==> src/rtl/kmap_pkg.sv <==
// Shared types and helpers for the K-map mux-input scanner.
package kmap_pkg;

    localparam int unsigned TABLE_W = 16;
    localparam int unsigned SEL_W   = 2;

    typedef enum logic [1:0] {
        StIdle,
        StSettle,
        StCapture,
        StDone
    } state_e;

    // Truth-table bit position for select {a,b} and driven {c,d}; a is the MSB.
    function automatic logic [3:0] tt_index(input logic [SEL_W-1:0] ab,
                                            input logic [SEL_W-1:0] cd);
        return {ab, cd};
    endfunction

endpackage

==> src/rtl/kmap_mux_scanner.sv <==
// Steps {c,d} through 00..11, captures the generator's 4-bit mux_in at each step into a
// 16-entry truth table, and compares it against an expected table sampled at start.
module kmap_mux_scanner
    import kmap_pkg::*;
#(
    parameter int unsigned SETTLE = 0
) (
    input  logic               clk,
    input  logic               areset,
    input  logic               start,
    output logic               c,
    output logic               d,
    input  logic [3:0]         mux_in,
    input  logic [TABLE_W-1:0] expected,
    output logic               busy,
    output logic               done,
    output logic               table_valid,
    output logic [TABLE_W-1:0] table_out,
    output logic               mismatch
);

    // Last settle count value before moving to capture; unused when SETTLE is 0.
    localparam logic [3:0] SettleLast = 4'(SETTLE - 1);

    state_e             state_q;
    logic [SEL_W-1:0]   cd_q;
    logic [3:0]         settle_cnt_q;
    logic [TABLE_W-1:0] expected_q;

    // Generator inputs come straight from the registered step so they never glitch.
    assign c = cd_q[1];
    assign d = cd_q[0];

    // Scan sequencer: state, step counter, settle counter and all registered outputs.
    always_ff @(posedge clk or posedge areset) begin
        if (areset) begin
            state_q      <= StIdle;
            cd_q         <= '0;
            settle_cnt_q <= '0;
            expected_q   <= '0;
            busy         <= 1'b0;
            done         <= 1'b0;
            table_valid  <= 1'b0;
            table_out    <= '0;
            mismatch     <= 1'b0;
        end else begin
            done <= 1'b0;
            unique case (state_q)
                StIdle: begin
                    if (start) begin
                        cd_q         <= '0;
                        settle_cnt_q <= '0;
                        table_out    <= '0;
                        table_valid  <= 1'b0;
                        mismatch     <= 1'b0;
                        expected_q   <= expected;
                        busy         <= 1'b1;
                        if (SETTLE > 0) state_q <= StSettle;
                        else            state_q <= StCapture;
                    end
                end
                StSettle: begin
                    if (settle_cnt_q == SettleLast) begin
                        settle_cnt_q <= '0;
                        state_q      <= StCapture;
                    end else begin
                        settle_cnt_q <= settle_cnt_q + 4'd1;
                    end
                end
                StCapture: begin
                    for (int i = 0; i < 4; i++) begin
                        table_out[tt_index(SEL_W'(i), cd_q)] <= mux_in[i];
                    end
                    if (cd_q == 2'd3) begin
                        state_q <= StDone;
                    end else begin
                        cd_q <= cd_q + 2'd1;
                        if (SETTLE > 0) state_q <= StSettle;
                        else            state_q <= StCapture;
                    end
                end
                StDone: begin
                    done        <= 1'b1;
                    table_valid <= 1'b1;
                    busy        <= 1'b0;
                    mismatch    <= (table_out != expected_q);
                    // Return the generator inputs to 00 while idle.
                    cd_q        <= '0;
                    state_q     <= StIdle;
                end
                default: state_q <= StIdle;
            endcase
        end
    end

endmodule
==> config.mk <==
export PLATFORM = sky130hd
export DESIGN_NAME = kmap_mux_scanner
export DESIGN_NICKNAME = d
export VERILOG_FILES = /design/src/rtl/kmap_pkg.sv /design/src/rtl/kmap_mux_scanner.sv
export SDC_FILE = /design/constraint.sdc
export NUM_CORES = 1
export LEC_CHECK = 0
export CAP_MARGIN = 20
export CORE_ASPECT_RATIO = 1.5
export CORE_UTILIZATION = 50
export CTS_CLUSTER_SIZE = 16
export DETAILED_ROUTE_END_ITERATION = 10
export PLACE_DENSITY = 0.74
export SYNTH_ARGS = -nofsm -noshare
export SYNTH_HDL_FRONTEND = slang
export SYNTH_SLANG_ARGS = --single-unit
==> constraint.sdc <==
create_clock -name clk -period 2.1 [get_ports clk]
set_clock_uncertainty 0.1 [all_clocks]
set_input_delay 0.42 -clock clk [delete_from_list [all_inputs] [get_ports clk]]
set_output_delay 0.42 -clock clk [all_outputs]
set_load 0.01 [all_outputs]
==> impl_summary.md, run 1 <==
STA
The worst-margin pin slew is 0.3942 ns. The count of endpoints failing setup in the final report is 0. The final hold violation count is 0.

The maximum achievable frequency is roughly 540 MHz. The count of pins over their slew limit is 0. The clock period minus final worst setup slack is 1.840 ns.

Setup repair after global routing left no endpoint under its margin. The period utilization is 87.61%. The final worst hold slack is 0.3919 ns. In this run the tightest slew margin relative to its limit is ~73%. For the final routed database, the setup TNS stands at 0 ns.

Logic synthesis
Each instance of the synthesized netlist takes up on average 10.59 um^2. Of all flip-flops after synthesis, the portion carrying an async set or reset was 100.0%. The most frequently used cell type in the post-synthesis netlist is sky130_fd_sc_hd__dfrtp_1. In the synthesized netlist, the cells that appear most often are sky130_fd_sc_hd__dfrtp_1 (44), sky130_fd_sc_hd__nand2_1 (27), sky130_fd_sc_hd__o21ai_0 (27), sky130_fd_sc_hd__inv_1 (23), sky130_fd_sc_hd__xor2_1 (17).

The post-synth design cell area is 2150 um^2. Yosys attributes the largest share of cell area to sky130_fd_sc_hd__dfrtp_1 (51%), sky130_fd_sc_hd__mux2_2 (8.4%), sky130_fd_sc_hd__xor2_1 (6.9%), sky130_fd_sc_hd__o21ai_0 (6.3%), sky130_fd_sc_hd__a22o_1 (6.1%). The synthesized instance count is 203. Counting flops and latches in the post-synthesis netlist gives 44. When the netlist entered floorplanning its net count stood at ~230. Sequential elements use 51.22% of the synthesized area.

The number of warning messages in the yosys log is 0. The netlist uses 26 different library cells. The number of flops mapped to enable cells by yosys is 0. The top cell type's share of synthesized area is between 50% and 60%.

sky130_fd_sc_hd__dfrtp_1 takes more of the synthesized area than any other cell. The prevailing post-synth register cell is sky130_fd_sc_hd__dfrtp_1.

Worst setup path
The data arrival time at the worst-slack endpoint is 1.32 ns. In this design, the stage delay of the slowest critical-path cell is 0.57 ns. STA classifies the critical path endpoint as a primary output. Together, buffers and inverters on the worst path number 1.

Grouping stages by cell kind, the critical path spends the most delay in buffers and inverters. The critical path goes through clkdlybuf4s50_1. The worst setup path category is flip-flop to primary output.

The slowest stage of the critical path belongs to the cell sky130_fd_sc_hd__clkdlybuf4s50_1. At the worst endpoint, the required time is 1.58 ns. Along the worst path, the maximum fanout reaches 6. The element type at the critical path start is a flip-flop.

Place
The number of I/O port buffers is 44. The total placed instance area is 2664 um^2. The post-placement cell count is 292. At the end of routability-driven placement, the weighted congestion stood at 0.7657. The HPWL after detailed placement is around 3.3 mm.

CTS
In this run the number of H-tree levels came out at 2. In this run the deepest clock path goes through 2 buffers. The clock transition at the registers of the reported paths is 0.08 ns. The clock root buffer is sky130_fd_sc_hd__clkbuf_8.

For the worst-skew pair, the clock arrives at the later sink with an insertion delay of slightly below 0.3 ns. The post-cts hold buffer count is 0. TritonCTS built the clock tree. The number of resized instances in the post-cts repair step is 0. The number of clock buffers added by TritonCTS is 5.

For this design, the sink count on the clock tree is between 40 and 50. The number of setup buffers added after CTS is 0.

Floorplanning
The count of pins on the block boundary is 45. The floorplan step defined a die boundary enclosing 4571 um^2. Once the floorplan was initialized, standard cells occupied 53.35% of the core. The die boundary height is 82.31 um. The number of rows created at floorplan is 28. After floorplanning, the core was sized to cover 4029 um^2. The horizontal die dimension is 55.54 um.

Route
The routed design has 4.436 mm of wire. Detailed routing inserted a total of ~1600 vias. The final antenna-violating net count is 0. For this run, the detailed router's first-pass iteration total came to 4.

Dividing the detail-routed via count by the number of cells gives 5.390. The count of unresolved DRC violations after routing is 0. After detailed routing, the average wire length per cell comes to ~15 um.

The number of violations reported at the end of detailed-routing iteration 0 is 41.

Pwr
The internal power of the cells is 2602 uW. The combinational share of power is roughly 45%. The ratio of total power to cell area is 1471 nW/um^2.

The sequential share of power is 39.7%. The leakage power total is 0.001285 uW. The worst-case IR drop observed on VDD is 1.216 mV. Of the total power, the share spent switching nets is 36.19%. The analysis attributes to net switching a power of 1476 uW. Of the total power, the clock network draws between 15 and 20%.

Layout
The final layout contains 282 nets. Cells fill 68.79% of the core in the end. The layout filler cell count is 320. In the final layout, the share of cells above drive strength 1 is 12.55%. The final cell count without fillers is 300.

From synthesis to final layout, the design area changed by 28.93%. The finished cells cover ~2800 um^2. The number of antenna diodes in the final layout is 0.

GRT
The largest net degree at the start of global routing is 45. The met3 layer usage reported by global route is 4.206%. The number of antenna violations at the first check in global routing is 0. Global routing used 21.18% of the available tracks across all layers. The met1 capacity usage during global routing is 26.16%. The total overflow left after global routing is 0. The via count of the first global-routing pass came to approximately 1600.

The global-route track usage on met2 is 37.59%. The wire length of the first global-routing pass is 7.341 mm. The most utilized layer in the global route result is met2.

Outcome
The run finished with clean final reports.

Run
The tool flagged a number of max-cap violations equal to 0.

Min path
The classification of the worst-slack hold path is input pin to async pin.
through the flow:
step           setup WS [ns]  total power (uW)
2_1_floorplan         0.5489              2749
3_3_place_gp          0.1574              3420
3_5_place_dp          0.1396              3498
4_1_cts               0.2469              4134
5_1_grt               0.1938              4402
6_report              0.2602              4078
flip-flops by register name, summed over array words and instances (netlist names):
register and flops:
done 1, mismatch 1, state_q 2, expected_q 16, table_valid 1, cd_q 2
table_out 16, settle_cnt_q 4, busy 1
logic make-up after synthesis:
kind of cell	Yosys count	synth area share, %
buffers and inverters	28	5.529
multiplexers	17	8.847
AO/OA/AOI/OAI	49	14.84
XOR/XNOR	17	6.927
AND/OR/NAND/NOR	43	9.720
flip-flops	44	51.22
adder cells (fa/ha/maj)	5	2.910
layout by cell type, fill, tap and decap left out, drive strengths merged, types with 2 or more instances in the layout:
master,n
inv,23
clkbuf,6
mux2,16
a21o,2
nand2,27
nor2b,3
buf,5
a21oi,2
xor2,17
nand4,2
o21ai,28
a22o,16
and2b,2
dfrtp,44
nor4,3
ha,5
clkdlybuf4s50,44
nor2,2
power by group through the flow:
stage               sequential, uW  combinational, uW  clock, uW
finish                        1620               1830        632
global route                  1690               2030        681
detailed placement            1650               1850          0
global placement              1620               1800          0
CTS                           1630               1860        648
floorplan                     1640               1110          0
worst paths after layout:
path	depth (start not counted)	end	from	slack, ns
setup / recovery	1	d	cd_q[0]	0.26
hold / removal	3	expected_q[15]	areset	0.39
min in group clk	1	busy	busy	0.39
max in group asynchronous	3	expected_q[8]	areset	1.30
setup reg to reg	6	table_out[6]	cd_q[0]	0.50
hold reg to reg	1	busy	busy	0.39
metal layers:
layer / routed length [um] / vias to the layer above
li1: - / 790
met1: 1911 / 787
met2: 2325 / 34
met3: 149 / 6
met4: 51 / 0
met5: 0 / -
final cells by class:
type,instances,area (um^2),area share (%)
Inverter,23,86.33,3.115
Sequential cell,44,1101,39.73
Tap cell,45,56.30,2.032
Timing Repair Buffer,49,490.5,17.70
Multi-Input combinational cell,131,929.6,33.54
Clock buffer,6,72.57,2.619
Clock inverter,2,35.03,1.264
(Power assumes the default switching activity.)
==> run 2, diff against run 1 <==
SKIP_CTS_REPAIR_TIMING = 1   (was unset)
==> results of run 2 <==
Final layout, timing and power as in run 1 (identical DEF).
==> run 3, diff against run 2 <==
CORE_MARGIN = 2   (was unset)
CORE_UTILIZATION = 51   (was 50)
PLACE_DENSITY = 0.76   (was 0.74)
==> impl_summary.md, run 3 (synthesis gave the netlist of run 1 again) <==
Worst setup path
The delay of the slowest cell on the worst path was 0.58 ns (about the same). The largest fanout on the critical path is 6 (unchanged). The most critical setup path has its startpoint at cd_q[0]. The critical path goes through clkdlybuf4s50_1. The element type at the critical path start is a flip-flop. The worst reg2reg path endpoint is table_out[6]. The capturing element type of the critical path is a primary output. The number of stages on the worst setup path is 1 (unchanged). By startpoint and endpoint, the worst setup path is classified as flip-flop to primary output.

The length in cells of the worst reg-to-reg path is 6 (unchanged). The most critical setup path has its endpoint at d. The data arrival time at the worst-slack endpoint is 1.33 ns (about the same). The reg-to-reg startpoint is cd_q[0]. The cell with the biggest individual delay on the critical path is sky130_fd_sc_hd__clkdlybuf4s50_1. The critical path data required time came to 1.58 ns (about the same). The gate family responsible for the most delay along the worst path is buffers and inverters. The worst-case register-to-register setup slack is 0.47 ns (-0.03 ns).

The combined buffer and inverter count along the critical path was 1 (unchanged).

STA
The relative slew slack was 66.11% (-7.4 points). The count of pins over their slew limit came to 0 (unchanged). Setup repair after global routing left no endpoint under its margin. The final hold violation count was 0 (unchanged). The clock period minus final worst setup slack was 1.853 ns (+0.01288 ns). The total negative setup slack is 0 ns (unchanged). The period utilization is 88.22% (+0.61 points).

The maximum achievable frequency came to 539.8 MHz (-0.70%). The worst-margin pin slew is 0.5083 ns (+0.1141 ns). The count of endpoints failing setup in the final report is 0 (unchanged).

Run
The max capacitance violation total came to 0 (unchanged).

CTS
The clock root buffer is sky130_fd_sc_hd__clkbuf_8. The maximum count of clock buffers along a single path is 2 (unchanged). The deepest level of the CTS H-tree is 2 (unchanged). TritonCTS built the clock tree. The later-pin clock latency in the skew report was 0.29 ns (about the same). The clock transition at the registers of the reported paths is 0.08 ns (about the same). The TritonCTS buffer count is 5 (unchanged).

The clock sink total came to 44 (unchanged).

Layout
The finished layout cell area is 2771 um^2 (unchanged). The final net count was 284 (+0.71%). The layout filler cell count is 336 (+5.0%).

The core occupancy in the finished layout is 69.39% (+0.60 points). The multi-input gate area in the final layout is 929.6 um^2 (unchanged). The register area is 1101 um^2 (unchanged). The layout overhead on the synthesized area is 28.93% (unchanged). Leaving out fill and tap cells, the most frequent cells in the layout are sky130_fd_sc_hd__dfrtp_1 (44), sky130_fd_sc_hd__clkdlybuf4s50_1 (44), sky130_fd_sc_hd__nand2_1 (27), sky130_fd_sc_hd__o21ai_0 (27), sky130_fd_sc_hd__inv_1 (23).

The largest registers in the layout are expected_q: 16 flops, table_out: 16 flops, settle_cnt_q: 4 flops. The fraction of final layout cells sized beyond drive strength 1 is 13.62% (+1.1 points). The antenna cell count is 0 (unchanged).

Floorplanning
The horizontal die dimension is 57.01 um (+2.7%). The die boundary height was 83.51 um (+1.5%). The standard cell core area was 3994 um^2 (-0.87%). The area of the die came to 4761 um^2 (+4.2%). The count of pins on the block boundary is 45 (unchanged). The number of rows created at floorplan was 28 (unchanged). The initial core utilization is 53.82% (+0.47 points).

Pwr
The worst IR drop on VDD came to 0.9571 mV (-21%). The total chip power came to 4020 uW (-1.4%). The ratio of total power to cell area is 1450 nW/um^2 (-1.4%). The leakage power total is 0.001291 uW (+0.49%).

GRT
The total grt overflow is 0 (unchanged). The number of antenna violations at the first check in global routing is 0 (unchanged). The via count of the first global-routing pass is 1697 (+8.9%). The wire length of the first global-routing pass is 7.721 mm (+5.2%). The largest net degree at the start of global routing is 45 (unchanged). The total global routing track utilization was 20.77% (-0.41 points).

Route
The final antenna-violating net count is 0 (unchanged). The iteration count of the initial detailed-routing pass is 4 (unchanged). The count of unresolved DRC violations after routing is 0 (unchanged). The via density per instance is 5.540 (+2.8%). The number of violations reported at the end of detailed-routing iteration 0 is 54 (+32%). The via count is 1673 (+3.5%). The sum of routed wire length over all layers is 4.562 mm (+2.8%). The routed wire length per instance came to 15.11 um (+2.2%).

Min path
In this run the worst hold path is classified as input pin to async pin.

Outcome
The run finished with clean final reports.

Place
The total placed instance area is 2679 um^2 (+0.56%). The number of I/O port buffers was 44 (unchanged). The HPWL after detailed placement is 3.364 mm (+1.6%). The weighted congestion at the end of routability-driven global placement is 0.7609 (-0.63%).
-- run 3: changes by cell type in the layout (fill, tap and decap cells not counted) --
cell and change:
sky130_fd_sc_hd__buf_4 +2, sky130_fd_sc_hd__clkbuf_1 -1, sky130_fd_sc_hd__bufinv_16 -1, sky130_fd_sc_hd__clkinv_2 +1
sky130_fd_sc_hd__clkbuf_8 +1
-- run 3: how the worst min path moves through the flow --
| stage | from | endpoint | slack [ns] | depth (start not counted) |
|---|---|---|---|---|
| global route | busy | busy | 0.41 | 1 |
| finish | areset | expected_q[15] | 0.38 | 3 |
| detailed placement | busy | busy | 0.37 | 1 |
| CTS | settle_cnt_q[3] | settle_cnt_q[3] | 0.39 | 1 |
| global placement | busy | busy | 0.36 | 1 |
| floorplan | settle_cnt_q[3] | settle_cnt_q[3] | 0.35 | 1 |
-- run 3: layout make-up --
class	count	area share, %
Inverter	23	3.115
Timing Repair Buffer	51	18.24
Tap cell	45	2.032
Sequential cell	44	39.73
Multi-Input combinational cell	131	33.54
Clock buffer	6	2.980
Clock inverter	2	0.3612
-- run 3: where the power goes --
group          switching [uW]  internal (uW)  leakage, uW
Sequential                405           1240     0.000545
Combinational             805           1030     0.000695
Clock                     281            263    0.0000510
-- run 3: routing by layer --
layer	global-route usage, %	vias to the layer above	routed length (um)
met5	0	-	0
met4	8.245	0	78
met3	3.566	7	171
met1	24.59	829	1853
met2	36.47	41	2459
li1	-	796	-
-- run 3: per-stage QoR --
| step | std cells | setup WS, ns | hold slack, ns |
|---|---|---|---|
| finish | 302 | 0.2473 | 0.3849 |
| global route | 302 | 0.1845 | 0.4099 |
| CTS | 302 | 0.2154 | 0.3916 |
| detailed placement | 294 | 0.1378 | 0.3748 |
| global placement | 294 | 0.1656 | 0.3599 |
| floorplan | 203 | 0.5489 | 0.3514 |
